$ cat src/rtl/nvram_upload_responder_pkg.sv
// Shared types and helpers for the NVRAM upload (save) responder and its download counterpart.
package nvram_upload_responder_pkg;

  typedef enum logic [1:0] {IDLE, REQ, WAIT, DRAIN} state_t;

  localparam logic [7:0]  NVRAM_INDEX = 8'h02;
  localparam logic [15:0] FILL_WORD   = 16'hFFFF;

  // HPS sees bytes in the opposite order from the core's 16-bit memory words
  function automatic logic [15:0] byte_swap(input logic [15:0] w);
    return {w[7:0], w[15:8]};
  endfunction

endpackage

$ cat src/rtl/nvram_upload_responder_if.sv
// ioctl upload side plus memory read port; master = HPS/memory environment, slave = responder.
interface nvram_upload_responder_if #(parameter int ADDR_WIDTH = 16);
  logic                  io_ioctl_upload;
  logic                  io_ioctl_rd;
  logic [7:0]            io_ioctl_index;
  logic [26:0]           io_ioctl_addr;
  logic [15:0]           io_ioctl_din;
  logic                  io_ioctl_waitReq;
  logic                  io_mem_rd;
  logic [ADDR_WIDTH-2:0] io_mem_addr;
  logic                  io_mem_waitReq;
  logic [15:0]           io_mem_dout;
  logic                  io_mem_valid;

  modport master (
    output io_ioctl_upload, io_ioctl_rd, io_ioctl_index, io_ioctl_addr,
    output io_mem_waitReq, io_mem_dout, io_mem_valid,
    input  io_ioctl_din, io_ioctl_waitReq, io_mem_rd, io_mem_addr
  );

  modport slave (
    input  io_ioctl_upload, io_ioctl_rd, io_ioctl_index, io_ioctl_addr,
    input  io_mem_waitReq, io_mem_dout, io_mem_valid,
    output io_ioctl_din, io_ioctl_waitReq, io_mem_rd, io_mem_addr
  );
endinterface

$ cat src/rtl/nvram_upload_responder_edge_detect.sv
// Upload rise/fall detection; done pulses once the responder is (or is just returning to) IDLE.
module upload_edge_detect (
  input  logic clock,
  input  logic reset,
  input  logic i_upload,
  input  logic i_idle,
  input  logic i_exit,
  output logic o_rise,
  output logic o_done
);
  logic r_prev, r_pend;
  logic w_fall, w_home;

  assign w_fall = r_prev & ~i_upload;
  assign o_rise = i_upload & ~r_prev;
  assign w_home = i_idle | i_exit;

  // a fall seen mid-read is remembered until the FSM gets back to IDLE
  always_ff @(posedge clock) begin
    if (reset) begin
      r_prev <= 1'b0;
      r_pend <= 1'b0;
      o_done <= 1'b0;
    end else begin
      r_prev <= i_upload;
      r_pend <= (r_pend | w_fall) & ~w_home;
      o_done <= (r_pend | w_fall) & w_home;
    end
  end
endmodule

$ cat src/rtl/nvram_upload_responder.sv
// Answers HPS upload reads from NVRAM backing memory, with out-of-window fill and read timeout.
module nvram_upload_responder
  import nvram_upload_responder_pkg::*;
#(
  parameter logic [7:0] INDEX      = NVRAM_INDEX,
  parameter int         ADDR_WIDTH = 16,
  parameter int         SIZE_BYTES = 128,
  parameter int         TIMEOUT    = 255
) (
  input  logic                     clock,
  input  logic                     reset,
  nvram_upload_responder_if.slave  bus,
  output logic                     io_error,
  output logic                     io_done
);
  localparam int CW = $clog2(TIMEOUT + 1);

  state_t                r_state;
  logic [15:0]           r_din;
  logic                  r_waitreq, r_mem_rd, r_error;
  logic [ADDR_WIDTH-2:0] r_addr;
  logic [CW-1:0]         r_cnt;
  logic                  w_acc, w_cnt_end, w_exit, w_rise;

  assign w_acc     = bus.io_ioctl_upload && bus.io_ioctl_rd && (bus.io_ioctl_index == INDEX);
  assign w_cnt_end = (r_cnt == CW'(TIMEOUT - 1));
  assign w_exit    = ((r_state == REQ) && !bus.io_ioctl_upload) ||
                     ((r_state == DRAIN) && (bus.io_mem_valid || w_cnt_end));

  assign bus.io_ioctl_din     = r_din;
  assign bus.io_ioctl_waitReq = r_waitreq;
  assign bus.io_mem_rd        = r_mem_rd;
  assign bus.io_mem_addr      = r_addr;
  assign io_error             = r_error;

  upload_edge_detect u_edge (
    .clock    (clock),
    .reset    (reset),
    .i_upload (bus.io_ioctl_upload),
    .i_idle   (r_state == IDLE),
    .i_exit   (w_exit),
    .o_rise   (w_rise),
    .o_done   (io_done)
  );

  always_ff @(posedge clock) begin
    if (reset) begin
      r_state   <= IDLE;
      r_din     <= '0;
      r_waitreq <= 1'b0;
      r_mem_rd  <= 1'b0;
      r_addr    <= '0;
      r_error   <= 1'b0;
      r_cnt     <= '0;
    end else begin
      if (w_rise) r_error <= 1'b0;
      if (w_acc && (r_waitreq || r_state == DRAIN)) r_error <= 1'b1;
      unique case (r_state)
        // waitReq may still be high for one cycle after data lands
        IDLE: begin
          r_waitreq <= 1'b0;
          if (w_acc && !r_waitreq) begin
            if (bus.io_ioctl_addr < 27'(SIZE_BYTES)) begin
              r_addr    <= bus.io_ioctl_addr[ADDR_WIDTH-1:1];
              r_waitreq <= 1'b1;
              r_mem_rd  <= 1'b1;
              r_state   <= REQ;
            end else begin
              r_din <= FILL_WORD;
            end
          end
        end
        REQ: begin
          if (!bus.io_ioctl_upload) begin
            r_mem_rd  <= 1'b0;
            r_waitreq <= 1'b0;
            r_state   <= IDLE;
          end else if (!bus.io_mem_waitReq) begin
            r_mem_rd <= 1'b0;
            r_cnt    <= '0;
            r_state  <= WAIT;
          end
        end
        WAIT: begin
          if (bus.io_mem_valid) begin
            r_din   <= byte_swap(bus.io_mem_dout);
            r_state <= IDLE;
          end else if (!bus.io_ioctl_upload) begin
            r_waitreq <= 1'b0;
            r_cnt     <= '0;
            r_state   <= DRAIN;
          end else if (w_cnt_end) begin
            r_din     <= FILL_WORD;
            r_error   <= 1'b1;
            r_waitreq <= 1'b0;
            r_cnt     <= '0;
            r_state   <= DRAIN;
          end else begin
            r_cnt <= r_cnt + CW'(1);
          end
        end
        DRAIN: begin
          if (bus.io_mem_valid || w_cnt_end) r_state <= IDLE;
          else                               r_cnt   <= r_cnt + CW'(1);
        end
      endcase
    end
  end
endmodule

$ cat src/flat_wrapper.sv
// flat-port wrapper written by rule: the top's interface ports become plain ports
module nvram_upload_responder_flat import nvram_upload_responder_pkg::*;
#(
  parameter logic [7:0] INDEX      = NVRAM_INDEX,
  parameter int         ADDR_WIDTH = 16,
  parameter int         SIZE_BYTES = 128,
  parameter int         TIMEOUT    = 255
)
  (clock, reset, io_error, io_done, bus_io_ioctl_upload, bus_io_ioctl_rd, bus_io_ioctl_index, bus_io_ioctl_addr, bus_io_mem_waitReq, bus_io_mem_dout, bus_io_mem_valid, bus_io_ioctl_din, bus_io_ioctl_waitReq, bus_io_mem_rd, bus_io_mem_addr);
  nvram_upload_responder_if #(.ADDR_WIDTH(ADDR_WIDTH)) bus_i ();
  input  logic clock;
  input  logic reset;
  output logic io_error;
  output logic io_done;
  input wire logic [$bits(bus_i.io_ioctl_upload)-1:0] bus_io_ioctl_upload;
  input wire logic [$bits(bus_i.io_ioctl_rd)-1:0] bus_io_ioctl_rd;
  input wire logic [$bits(bus_i.io_ioctl_index)-1:0] bus_io_ioctl_index;
  input wire logic [$bits(bus_i.io_ioctl_addr)-1:0] bus_io_ioctl_addr;
  input wire logic [$bits(bus_i.io_mem_waitReq)-1:0] bus_io_mem_waitReq;
  input wire logic [$bits(bus_i.io_mem_dout)-1:0] bus_io_mem_dout;
  input wire logic [$bits(bus_i.io_mem_valid)-1:0] bus_io_mem_valid;
  output wire logic [$bits(bus_i.io_ioctl_din)-1:0] bus_io_ioctl_din;
  output wire logic [$bits(bus_i.io_ioctl_waitReq)-1:0] bus_io_ioctl_waitReq;
  output wire logic [$bits(bus_i.io_mem_rd)-1:0] bus_io_mem_rd;
  output wire logic [$bits(bus_i.io_mem_addr)-1:0] bus_io_mem_addr;
  assign bus_i.io_ioctl_upload = bus_io_ioctl_upload;
  assign bus_i.io_ioctl_rd = bus_io_ioctl_rd;
  assign bus_i.io_ioctl_index = bus_io_ioctl_index;
  assign bus_i.io_ioctl_addr = bus_io_ioctl_addr;
  assign bus_i.io_mem_waitReq = bus_io_mem_waitReq;
  assign bus_i.io_mem_dout = bus_io_mem_dout;
  assign bus_i.io_mem_valid = bus_io_mem_valid;
  assign bus_io_ioctl_din = bus_i.io_ioctl_din;
  assign bus_io_ioctl_waitReq = bus_i.io_ioctl_waitReq;
  assign bus_io_mem_rd = bus_i.io_mem_rd;
  assign bus_io_mem_addr = bus_i.io_mem_addr;
  nvram_upload_responder #(.INDEX(INDEX), .ADDR_WIDTH(ADDR_WIDTH), .SIZE_BYTES(SIZE_BYTES), .TIMEOUT(TIMEOUT)) u_core (.clock(clock), .reset(reset), .bus(bus_i), .io_error(io_error), .io_done(io_done));
endmodule
$ cat config.mk
export PLATFORM = sky130hd
export DESIGN_NAME = nvram_upload_responder_flat
export DESIGN_NICKNAME = d
export VERILOG_FILES = /design/src/rtl/nvram_upload_responder_pkg.sv /design/src/rtl/nvram_upload_responder_if.sv /design/src/rtl/nvram_upload_responder_edge_detect.sv /design/src/rtl/nvram_upload_responder.sv /design/src/flat_wrapper.sv
export SDC_FILE = /design/constraint.sdc
export NUM_CORES = 1
export LEC_CHECK = 0
export CORE_ASPECT_RATIO = 1.4
export CORE_UTILIZATION = 46
export CTS_BUF_LIST = sky130_fd_sc_hd__clkbuf_2 sky130_fd_sc_hd__clkbuf_4 sky130_fd_sc_hd__clkbuf_8
export CTS_CLUSTER_SIZE = 25
export DETAILED_ROUTE_END_ITERATION = 8
export PLACE_DENSITY = 0.85
export SYNTH_ARGS = -nofsm -noshare
export SYNTH_HDL_FRONTEND = slang
export SYNTH_HIERARCHICAL = 1
export SYNTH_SLANG_ARGS = --single-unit
$ cat constraint.sdc
create_clock -name clock -period 5.1 [get_ports clock]
set_input_delay 1.02 -clock clock [delete_from_list [all_inputs] [get_ports clock]]
set_output_delay 1.02 -clock clock [all_outputs]
set_load 0.01 [all_outputs]
# ---- After elaboration in Yosys (flattened, before gate mapping)
# Index checks and enable logic that the tools add are counted.
dict set report totals {
  register_bits 47
  mem_bits_rw 0
  latchBits 0
  elab_cells 102
  memories 0
  rom_bits 0
  input_bits 57
  output_inout_bits 35
}
dict set report classes {
  bitwise 9
  magnitude_cmp 1
  addsub 1
  div_mod_pow 0
  reduce_logical 22
  multipliers 0
  shift 0
  muxes 40
  n_eq_ne 19
}
# cell n
set ops {}
lappend ops {{16-bit two-way mux} 5}
lappend ops {{8-bit two-way mux} 6}
lappend ops {{16-bit case mux with 2 select lines} 1}
lappend ops {{27-bit by 8-bit < comparator with 1-bit output, second input constant} 1}
lappend ops {{8-bit case mux with 3 select lines} 1}
lappend ops {{1-bit two-way mux} 16}
lappend ops {{2-bit two-way mux} 8}
lappend ops {{5-bit AND reduction} 3}
lappend ops {{2-bit != test, second input constant} 7}
lappend ops {{8-bit by 1-bit adder with 8-bit output, second input constant} 1}
lappend ops {{8-bit by 2-bit equality test with 1-bit output, second input constant} 1}
lappend ops {{8-bit equality test, second input constant} 1}
lappend ops {{2-bit case mux with 4 select lines} 1}
lappend ops {{4-bit AND reduction} 2}
lappend ops {{1-bit logical AND} 6}
lappend ops {{3-bit by 2-bit != test with 1-bit output, second input constant} 2}
lappend ops {{3-bit != test, second input constant} 2}
lappend ops {{3-bit nonzero test} 2}
lappend ops {{1-bit bitwise AND} 4}
lappend ops {{2-bit equality test, second input constant} 2}
lappend ops {{2-bit by 1-bit != test with 1-bit output, second input constant} 2}
lappend ops {{4-bit by 3-bit != test with 1-bit output, second input constant} 1}
lappend ops {{2-bit nonzero test} 2}
lappend ops {{1-bit logical OR} 3}
lappend ops {{other kinds (8)} 12}

# ---- Longest topological paths before layout
dict set report depth {
  depth_word 8
  depth_mapped 9
  mapped_depth_nobuf 7
}

# ---- By module
# Netlist, hierarchy kept.
# mod instances cells_per_inst area_per_inst_um2
set by_module_without_submodules {}
lappend by_module_without_submodules {nvram_upload_responder 1 190 1905.6}
lappend by_module_without_submodules {upload_edge_detect 1 10 128.9}

# ---- Least setup slack after synthesis
# Ideal clock, no wire load.
dict set report synth_path {
  kind {input -> register}
  from {in bus_io_ioctl_index[3]}
  to {reg u_core.r_din[0] (netlist: u_core/bus.io_ioctl_din[0])}
  n_path_buf 1
  setup_time_ns 0.060
  cell_stages 6
  path_slack_ns 2.145
  t_arrival_ns 2.895
  required_time_ns 5.040
  cell_sequence {or4_4 > or4_4 > a211o_1 > a21oi_4 > buf_6 > o221a_1}
}
dict set report synth_via {
  elab_chain_len 5
}
# item line_no
set synth_lines {}
lappend synth_lines {{start: declaration} flat_wrapper.sv:17} ;# input wire logic [$bits(bus_i.io_ioctl_index)-1:0] bus_io_ioctl_index;
lappend synth_lines {{8-bit by 2-bit equality test with 1-bit output} nvram_upload_responder.sv:25} ;# assign w_acc = bus.io_ioctl_upload && bus.io_ioctl_rd && (bus.io_ioctl_index == INDEX);
lappend synth_lines {{1-bit logical AND} nvram_upload_responder.sv:25}
lappend synth_lines {{1-bit logical AND} nvram_upload_responder.sv:62} ;# if (w_acc && !r_waitreq) begin
lappend synth_lines {{2-bit by 1-bit != test with 1-bit output (no source line)} n/a}
lappend synth_lines {{5-bit AND reduction (no source line)} n/a}
lappend synth_lines {{end signal: assignment} nvram_upload_responder.sv:86} ;# r_din <= byte_swap(bus.io_mem_dout);
lappend synth_lines {{end: declaration} nvram_upload_responder.sv:19} ;# logic [15:0] r_din;
# Every way passes these cells.
# A chain may end at the register's enable or synchronous reset.

# ---- Worst setup path in the final report
dict set report layout_path {
  from {in bus_io_ioctl_index[3]}
  to {reg u_core.r_addr[6] (netlist: u_core/bus.io_mem_addr[6])}
}
dict set report layout_via {
  elab_chain_len 4
}
# item line_no
set layout_lines {}
lappend layout_lines {{8-bit by 2-bit equality test with 1-bit output} nvram_upload_responder.sv:25}
lappend layout_lines {{1-bit logical AND} nvram_upload_responder.sv:25}
lappend layout_lines {{1-bit logical AND} nvram_upload_responder.sv:62}
lappend layout_lines {{3-bit AND reduction (no source line)} n/a}
lappend layout_lines {{end signal: assignment} nvram_upload_responder.sv:64} ;# r_addr <= bus.io_ioctl_addr[ADDR_WIDTH-1:1];
lappend layout_lines {{end: declaration} nvram_upload_responder.sv:21} ;# logic [ADDR_WIDTH-2:0] r_addr;
# Every way passes these cells.

==> run metrics <==
status=complete, no violations; switching share of power=26.0%; die area=4700 sq um; clock sinks=47; worst-path maximum fanout=9; Reg power frac=49.3%; Post-DP Area=2970 sq um; most common cell after layout, fill and taps aside=clkdlybuf4s50_1; Buffers on Ports=90; Initial Util=48.0%; syn_nets=264; clock share of power=28.5%; Comb power frac=22.2%; RSZ-0062 raised after global routing=false; P_int=0.616 mW; gr usage total=22.5%; post-DP HPWL=3.89 mm; Row Count=28; Core Area=4240 sq um; maximum vdd ir drop=0.000183 V; Wirelength per Cell=14.9 um; post-synthesis sequential area ratio=46.2%; Setup TNS=0 ps; syn_area_per_cell=10.2 sq um; post-route cell area=3070 sq um; period utilization=64.7%; Sequential cell area=941 sq um; leak pwr=1.07 nW; EDFF count, synth=0; crit path capture type=flip-flop; total CTS buffers=5; crit path time final=3300 ps; first-pass GRT wire length=8.15 mm; ys flop type=dfxtp_1; largest cells by area after synthesis=dfxtp_1 46%, o221a_1 5.5%, ha_1 4.3%; Initial DRC Count=67; Via density=5.37; Slew headroom=56.4%; Layout Nets=353; Setup Viol. Count Final=0; Setup Skew=10.3 ps; Crit path max-delay family=simple AND/OR/NAND/NOR gates; most frequent cells in the layout=90 x clkdlybuf4s50_1, 47 x dfxtp_1, 20 x nor2_1; worst path cell trace=clkdlybuf4s50_1 -> or4_4 -> or4_4 -> nor4_4 -> nor2_1 -> and2_1; First-pass DRT Iterations=4; Worst Path Arrival=3500 ps; hold_buf cts=0; Syn Std Cell Area=2030 sq um; Synth Instances=200; initial antenna violation count=0; remaining antenna violation count=0; CTS tree=done; dominant cell type by area after synthesis=dfxtp_1; slowest stage cell, crit path=or4_4; die span in y=80.7 um; maximum operating frequency=0.303 GHz; Post-CTS Resized=0; CP bufs+invs=1; PwrDens=271 nW/um^2; Psw=0.216 mW; worst skew pair latency=300 ps; most used cell, CP=or4_4; Clock Tree Root=clkbuf_8; I/O pin count=92; clock-pin slew on the worst setup and hold paths=90 ps; flip-flop and latch count after synthesis=47; Post-Route WL=5.21 mm; Synth warnings=6; reg-to-reg setup timing slack=2730 ps; Max stage delay on crit path=550 ps; worst setup path category=input port to flip-flop; share of cells above drive strength 1=7.24%; area delta synth->final=50.9%; Slew Limit Fails=0; Hold Fails Final Rpt=0; Worst Hold Class=flip-flop to flip-flop; Max-cap violations=0; Max clock buf depth=2; critical path startpoint category=input port; Post-CTS Setup Bufs=0; drt drc=0; Power Total=0.832 mW; Die X=58.2 um; Worst-Margin Slew=652 ps; diode count=0; vias in the first global route=1788; vias=1879; Critical Path RT=5300 ps; GRT overflow=0; H-Tree Depth=2; Fill cells=312; largest net degree at the start of global routing=19; Cell variety after synth=44; RD Place Congestion=0.760; Synth top area share=46.2%; FFs w/ async S/R, synth=0%; area occupied by multi-input gates=1020 sq um
[power groups by stage]
| stage | clock, mW | combinational [mW] | sequential (mW) |
|---|---|---|---|
| 2_1_floorplan | 0 | 0.0760 | 0.428 |
| 3_3_place_gp | 0 | 0.181 | 0.418 |
| 3_5_place_dp | 0 | 0.184 | 0.419 |
| 4_1_cts | 0.241 | 0.185 | 0.410 |
| 5_1_grt | 0.253 | 0.199 | 0.414 |
| 6_report | 0.237 | 0.185 | 0.410 |
[stage by stage]
| step | util [%] | hold WS (ps) | worst slack, ps | cells |
|---|---|---|---|---|
| after floorplan | - | 477 | 2150 | 200 |
| after global placement | 70.1 | 441 | 1550 | 342 |
| after detailed placement | 70.1 | 448 | 1500 | 342 |
| after CTS | 72.4 | 474 | 1810 | 350 |
| after global routing | 72.4 | 485 | 1720 | 350 |
| final | 72.4 | 471 | 1800 | 350 |
[flip-flops by register name, summed over array words and instances, names as in the netlist]
register / flops
u_core/bus.io_ioctl_din: 16
u_core/bus.io_mem_addr: 15
u_core/r_cnt: 8
u_core/r_state: 2
u_core/bus.io_ioctl_waitReq: 1
u_core/bus.io_mem_rd: 1
u_core/io_error: 1
u_core/u_edge/o_done: 1
u_core/u_edge/r_pend: 1
u_core/u_edge/r_prev: 1
[kinds of logic after synthesis]
logic type	share of synthesized area (%)
xor gates and xnor gates	3.01
and+or+nand+nor	21.3
DFF	46.2
AOI/OAI and AO/OA	18.8
buffers and inverters	3.38
adders and majority gates	4.30
muxes	2.95
[per-layer routing]
layer | vias to the layer above | global-route usage [%] | wire length (um) | share of wire, %
li1 | 913 | - | - | -
met1 | 897 | 25.3 | 2050 | 39
met2 | 58 | 41.3 | 2850 | 55
met3 | 11 | 3.70 | 210 | 4.0
met4 | 0 | 8.81 | 95 | 1.8
met5 | - | 0 | 0 | 0
[area by class of cell]
type	count	area share [%]
timing repair buffer	90	29.3
sequential	47	30.6
clock buffer	6	2.69
inverter	8	0.978
tap	60	2.44
clock inverter	2	0.530
multi-input combinational	137	33.4
[cell usage after synthesis (2+ instances only)]
cell type	n
nor2_1	20
nor3_1	4
ha_1	7
a31oi_1	4
or4_4	2
or3_1	2
nand3_1	5
nand2b_1	2
nor2b_1	2
inv_1	7
nand2_1	12
a211oi_1	3
a221oi_1	2
a21oi_1	3
xnor2_1	7
nor4_1	7
o221a_2	6
and2_1	9
nand3b_1	2
clkbuf_1	6
and3_1	3
o221a_1	10
dfxtp_1	47
mux2i_1	6
o21ai_0	3
[path summary, 6_finish.rpt]
| check | start | endpoint | cells after the start |
|---|---|---|---|
| worst max-delay path | bus_io_ioctl_index[3] | u_core/bus.io_mem_addr[6]$_SDFFE_PP0P_ | 6 |
| worst min-delay path | u_core/bus.io_mem_addr[11]$_SDFFE_PP0P_ | u_core/bus.io_mem_addr[11]$_SDFFE_PP0P_ | 1 |
| worst max register to register | u_core/r_state[1]$_SDFFE_PP0P_ | u_core/bus.io_mem_addr[6]$_SDFFE_PP0P_ | 6 |
| worst min register to register | u_core/bus.io_mem_addr[11]$_SDFFE_PP0P_ | u_core/bus.io_mem_addr[11]$_SDFFE_PP0P_ | 1 |
Power figures use the tool's default switching activity.
